==> src/rtl/pdm_mic_array.sv <==
// Multi-microphone PDM front end: PDM clock generation, per-channel CIC decimation
// and a channel-serial valid/ready output with warm-up suppression and overrun flag.
module pdm_mic_array #(
  parameter int N_MICS  = 2,
  parameter int CLK_DIV = 6,
  parameter int DECIM   = 64,
  parameter int ORDER   = 4,
  parameter int OUT_W   = 16
) (
  input  logic                          clk,
  input  logic                          reset,
  output logic                          pdm_clk,
  input  logic [N_MICS-1:0]             pdm_data,
  output logic [OUT_W-1:0]              out_data,
  output logic [$clog2(2*N_MICS)-1:0]   out_chan,
  output logic                          out_last,
  output logic                          out_valid,
  input  logic                          out_ready,
  output logic                          overrun
);

  localparam int N_CH = 2 * N_MICS;
  localparam int CH_W = $clog2(N_CH);
  localparam int W    = ORDER * $clog2(DECIM) + 2;
  localparam int PH_W = $clog2(2 * CLK_DIV);
  localparam int DC_W = $clog2(DECIM);
  localparam int WU_W = $clog2(ORDER + 1);

  typedef enum logic {S_IDLE, S_SEND} state_e;

  logic [PH_W-1:0]   ph_q, ph_d;
  logic              pdm_clk_q, pdm_clk_d;
  logic [N_MICS-1:0] meta_q, sync_q;
  logic [DC_W-1:0]   dc_q, dc_d;
  logic [WU_W-1:0]   warm_q, warm_d;
  state_e            state_q, state_d;
  logic [CH_W-1:0]   chan_q, chan_d;
  logic              overrun_q, overrun_d;
  logic [W-1:0]      integ_q [N_CH][ORDER];
  logic [W-1:0]      integ_d [N_CH][ORDER];
  logic [W-1:0]      dly_q   [N_CH][ORDER];
  logic [W-1:0]      dly_d   [N_CH][ORDER];
  logic [OUT_W-1:0]  buf_q   [N_CH];
  logic [OUT_W-1:0]  buf_d   [N_CH];

  logic en_left, en_right, frame_stb, emit;

  // NOTE: every signal written in always_comb gets a default first, so no path can infer a latch.
  always_comb begin
    ph_d      = (ph_q == PH_W'(2 * CLK_DIV - 1)) ? '0 : ph_q + 1'b1;
    pdm_clk_d = (ph_d < PH_W'(CLK_DIV));
    en_left   = (ph_q == PH_W'(CLK_DIV - 1));
    en_right  = (ph_q == PH_W'(2 * CLK_DIV - 1));
    dc_d      = en_right ? dc_q + DC_W'(1) : dc_q;
    frame_stb = en_right && (dc_q == DC_W'(DECIM - 1));
    emit      = frame_stb && (warm_q == WU_W'(ORDER));
  end

  // Each integrator stage adds the previous stage's registered value; the extra
  // pipeline delay does not change the decimated result.
  always_comb begin
    integ_d = integ_q;
    for (int c = 0; c < N_CH; c++) begin
      if ((c % 2 == 0) ? en_left : en_right) begin
        integ_d[c][0] = integ_q[c][0] + (sync_q[c/2] ? W'(1) : {W{1'b1}});
        for (int k = 1; k < ORDER; k++) begin
          integ_d[c][k] = integ_q[c][k] + integ_q[c][k-1];
        end
      end
    end
  end

  always_comb begin
    logic [W-1:0] x;
    x     = '0;
    dly_d = dly_q;
    buf_d = buf_q;
    if (frame_stb) begin
      for (int c = 0; c < N_CH; c++) begin
        x = integ_q[c][ORDER-1];
        for (int k = 0; k < ORDER; k++) begin
          dly_d[c][k] = x;
          x = x - dly_q[c][k];
        end
        buf_d[c] = x[W-1 -: OUT_W];
      end
    end
  end

  always_comb begin
    state_d   = state_q;
    chan_d    = chan_q;
    overrun_d = overrun_q;
    warm_d    = warm_q;
    if (frame_stb && (warm_q != WU_W'(ORDER))) begin
      warm_d = warm_q + WU_W'(1);
    end
    if (emit) begin
      // A new frame always wins; anything still unsent from the old one is lost.
      state_d = S_SEND;
      chan_d  = '0;
      if (state_q == S_SEND) overrun_d = 1'b1;
    end else if (state_q == S_SEND && out_ready) begin
      if (chan_q == CH_W'(N_CH - 1)) begin
        state_d = S_IDLE;
        chan_d  = '0;
      end else begin
        chan_d = chan_q + CH_W'(1);
      end
    end
  end

  // NOTE: sequential state uses non-blocking assignments only, so all flops update together.
  always_ff @(posedge clk or negedge reset) begin
    if (!reset) begin
      ph_q      <= '0;
      pdm_clk_q <= 1'b0;
      meta_q    <= '0;
      sync_q    <= '0;
      dc_q      <= '0;
      warm_q    <= '0;
      state_q   <= S_IDLE;
      chan_q    <= '0;
      overrun_q <= 1'b0;
      // NOTE: these arrays are small register files that must start from zero, so they are reset like any flop.
      for (int c = 0; c < N_CH; c++) begin
        buf_q[c] <= '0;
        for (int k = 0; k < ORDER; k++) begin
          integ_q[c][k] <= '0;
          dly_q[c][k]   <= '0;
        end
      end
    end else begin
      ph_q      <= ph_d;
      pdm_clk_q <= pdm_clk_d;
      meta_q    <= pdm_data;
      sync_q    <= meta_q;
      dc_q      <= dc_d;
      warm_q    <= warm_d;
      state_q   <= state_d;
      chan_q    <= chan_d;
      overrun_q <= overrun_d;
      integ_q   <= integ_d;
      dly_q     <= dly_d;
      buf_q     <= buf_d;
    end
  end

  assign pdm_clk   = pdm_clk_q;
  assign out_valid = (state_q == S_SEND);
  assign out_chan  = chan_q;
  assign out_last  = out_valid && (chan_q == CH_W'(N_CH - 1));
  assign out_data  = buf_q[chan_q];
  assign overrun   = overrun_q;

endmodule

==> config.mk <==
export PLATFORM = sky130hd
export DESIGN_NAME = pdm_mic_array
export DESIGN_NICKNAME = d
export VERILOG_FILES = /design/src/rtl/pdm_mic_array.sv
export SDC_FILE = /design/constraint.sdc
export NUM_CORES = 2
export LEC_CHECK = 0
export ABC_AREA = 1
export CORE_MARGIN = 8
export CORE_UTILIZATION = 35
export CTS_CLUSTER_DIAMETER = 80
export CTS_CLUSTER_SIZE = 28
export DETAILED_ROUTE_END_ITERATION = 6
export GPL_ROUTABILITY_DRIVEN = 0
export PLACE_DENSITY_LB_ADDON = 0.2
export SLEW_MARGIN = 20
export SYNTH_ARGS = -nofsm -noshare
export SYNTH_HDL_FRONTEND = slang
export SYNTH_SLANG_ARGS = --single-unit
==> constraint.sdc <==
create_clock -name clk -period 19.1 [get_ports clk]
set_clock_uncertainty 0.2 [all_clocks]
set_input_delay 1.91 -clock clk [delete_from_list [all_inputs] [get_ports clk]]
set_output_delay 1.91 -clock clk [all_outputs]
set_load 0.01 [all_outputs]
==> reports/qor.yml <==
status:
  status: "finished, final reports clean"
die:
  die_h_um: 474.2
  core_mm2: 0.2092
  design.die.area_mm2: 0.2248
  fp.dieW_um: 474.2
  std_cell_rows: 168
  start_util_pct: 35.13
  num_io_pins: 27
global_route:
  grt_remaining_overflow: 0
  grt_pass1_vias: 62215
  grt_pass1_wl_um: 308200
  antenna_found_initial: 1
  grt_max_degree: 239
  grt.total_usage_pct: 15.87
logic_synthesis:
  synth_edf_count: 0
  seq_area_frac_synth_pct: 31.27
  synth_cells: 9992
  ys.flop_type: "dfrtp_1"
  async_reset_ff_share_pct: 100.0
  syn_avg_cell_area_um2: 7.352
  syn-num-nets: 10823
  ys_types: 59
  ys_warn_count: 0
  synthesis.area_mm2: 0.07347
  ys_ff_latch: 918
route:
  wire_per_inst_um: 14.16
  routed_wl_um: 181500
  ant_nets: 0
  dr.first_iter.drc_count: 3443
  num_vias: 63732
  vias_per_cell: 4.972
  first_pass_iters: 6
  drc: 0
critical_path:
  r2r_start: "integ_q[312]"
  critPathArrivalTime_ns: 7.50
  timing.rr.end: "buf_q[63]"
  slowest_stage: "fa_1"
  critPathCaptureType: "flop"
  path_class: "flop to flop"
  crit_path_start_kind: "flop"
  worstPathMaxFanout: 6
  r2r_slack_ns: 12.03
  worst_path_largest_cell_delay_ns: 0.44
  reg2reg_depth: 35
  cp.required_ns: 19.52
hold_path:
  worst_hold_startpoint: "meta_q[1]"
  hold_path_end: "sync_q[1]"
  hp-class: "flop to flop"
  hold_depth: 0
clocking:
  clockRootBuffer: "clkbuf_16"
  clk_latency_ns: 0.74
  postCtsHoldBufs: 0
  ctsResizeCount: 0
  cts_max_level: 3
  cts_buffers: 89
  postCtsSetupBuffers: 0
  clkSinkCount: 918
  cts_buffer_depth: 3
  clk_pin_slew_worst_paths_ns: 0.09
  cts_tree: "built"
place:
  portBuffers: 26
  hpwl_um: 138500
  place_inst: 12651
sta:
  fin_setup_tns_ns: 0
  max_freq_ghz: 0.1414
  slew_viol_final: 0
  hold_viol: 0
  period_share_pct: 37.02
  rsz0062_at_grt: "false"
  worstMarginPinSlew_ns: 1.029
  fin_crit_ns: 7.071
  setup-violations-final: 0
  slew_headroom_pct: 31.37
  hold_slack_ns: 0.1495
finish:
  fin_util_pct: 38.28
  mostFrequentLayoutCells: "2,387 x nand2_1, 1,226 x inv_1, 993 x o21ai_0, 918 x dfrtp_1, 826 x a21oi_1"
  layout-drive-gt1-share_pct: 4.685
  multi_input_area_mm2: 0.04507
  layout_commonest_cell: "nand2_1"
  regArea_mm2: 0.02297
  fillCellCount: 21783
  syn_to_final_growth_pct: 8.989
  layout.nets: 10768
  stdcell_count: 12817
power:
  power_density_mw_per_mm2: 151.3
  peakVddDrop_mv: 0.07243
  p_leak_nw: 37.56
  power_mw: 12.12
flow_run:
  maxCapViolCount: 0
layout make-up:
cell class / count / area share [%]
antenna: 1 / 0.003125
clock buffer: 96 / 2.877
clock inverter: 69 / 1.266
inverter: 1234 / 5.807
multi-input combinational: 7639 / 56.29
sequential: 918 / 28.69
tap: 2805 / 4.383
timing repair buffer: 55 / 0.6813
kinds of logic after synthesis:
family                   share of synthesized area, %
XOR/XNOR                                        5.997
AO/OA/AOI/OAI                                   19.13
buffers and inverters                           7.405
adder cells (fa/ha/maj)                         14.35
AND/OR/NAND/NOR                                 21.84
flip-flops                                      31.27
cells in the mapped netlist, types with 121 or more instances:
master    instances  area share (%)
nand3_1         515             3.5
a21oi_1         826             5.6
nand2_1        2388              12
inv_1          1230             6.3
clkbuf_1        144            0.74
o21ai_0         993             6.8
nor2_1          500             2.6
xnor2_1         209             2.5
ha_1            798              14
or2_2           121             1.0
xor2_1          294             3.5
dfrtp_1         918              31
critical path, delay by kind of cell, from the launching register on:
| family | cells | cell delay (ns) |
|---|---|---|
| adder cells (fa/ha/maj) | 5 | 1.73 |
| AO/OA/AOI/OAI | 15 | 2.56 |
| AND/OR/NAND/NOR | 9 | 1.45 |
| XOR/XNOR | 2 | 0.42 |
| buffers and inverters | 4 | 0.25 |
| flip-flops | 1 | 0.36 |
worst max path at each step:
stage	endpoint	from	slack (ns)
after CTS	buf_q[63]	integ_q[312]	12.02
after floorplan	buf_q[15]	integ_q[0]	13.01
after detailed placement	buf_q[63]	integ_q[312]	12.07
after global routing	buf_q[63]	integ_q[312]	11.35
final	buf_q[63]	integ_q[312]	12.03
after global placement	buf_q[15]	integ_q[0]	12.01
flip-flops by register name (all words and copies together) (netlist names):
register and cells:
dly_q 416, integ_q 416, buf_q 64, dc_q 6, ph_q 4, warm_q 3, meta_q 2, out_chan 2
sync_q 2, out_valid 1, overrun 1, pdm_clk 1
through the flow:
step                      cell area (um2)  setup WS, ns
after floorplan                     73470         13.01
after global placement              76750         12.01
after detailed placement            76750         12.07
after CTS                           80070         12.02
after global routing                80070         11.35
final                               80070         12.03
where the power goes:
part	leakage, nW	internal [mW]	switching (mW)
logic	24.1	2.89	4.54
clock network	1.59	1.02	0.978
registers	11.8	2.27	0.416
metal layers:
metal  wire length [um]  up-vias  track usage, %
met5                  0        -               0
met4               3774        0           3.984
met3               4870      222           1.496
met2              80120      757           26.12
met1              92700    29256           22.44
li1                   -    33497               -
No activity file was read; power rests on OpenSTA's default activity.
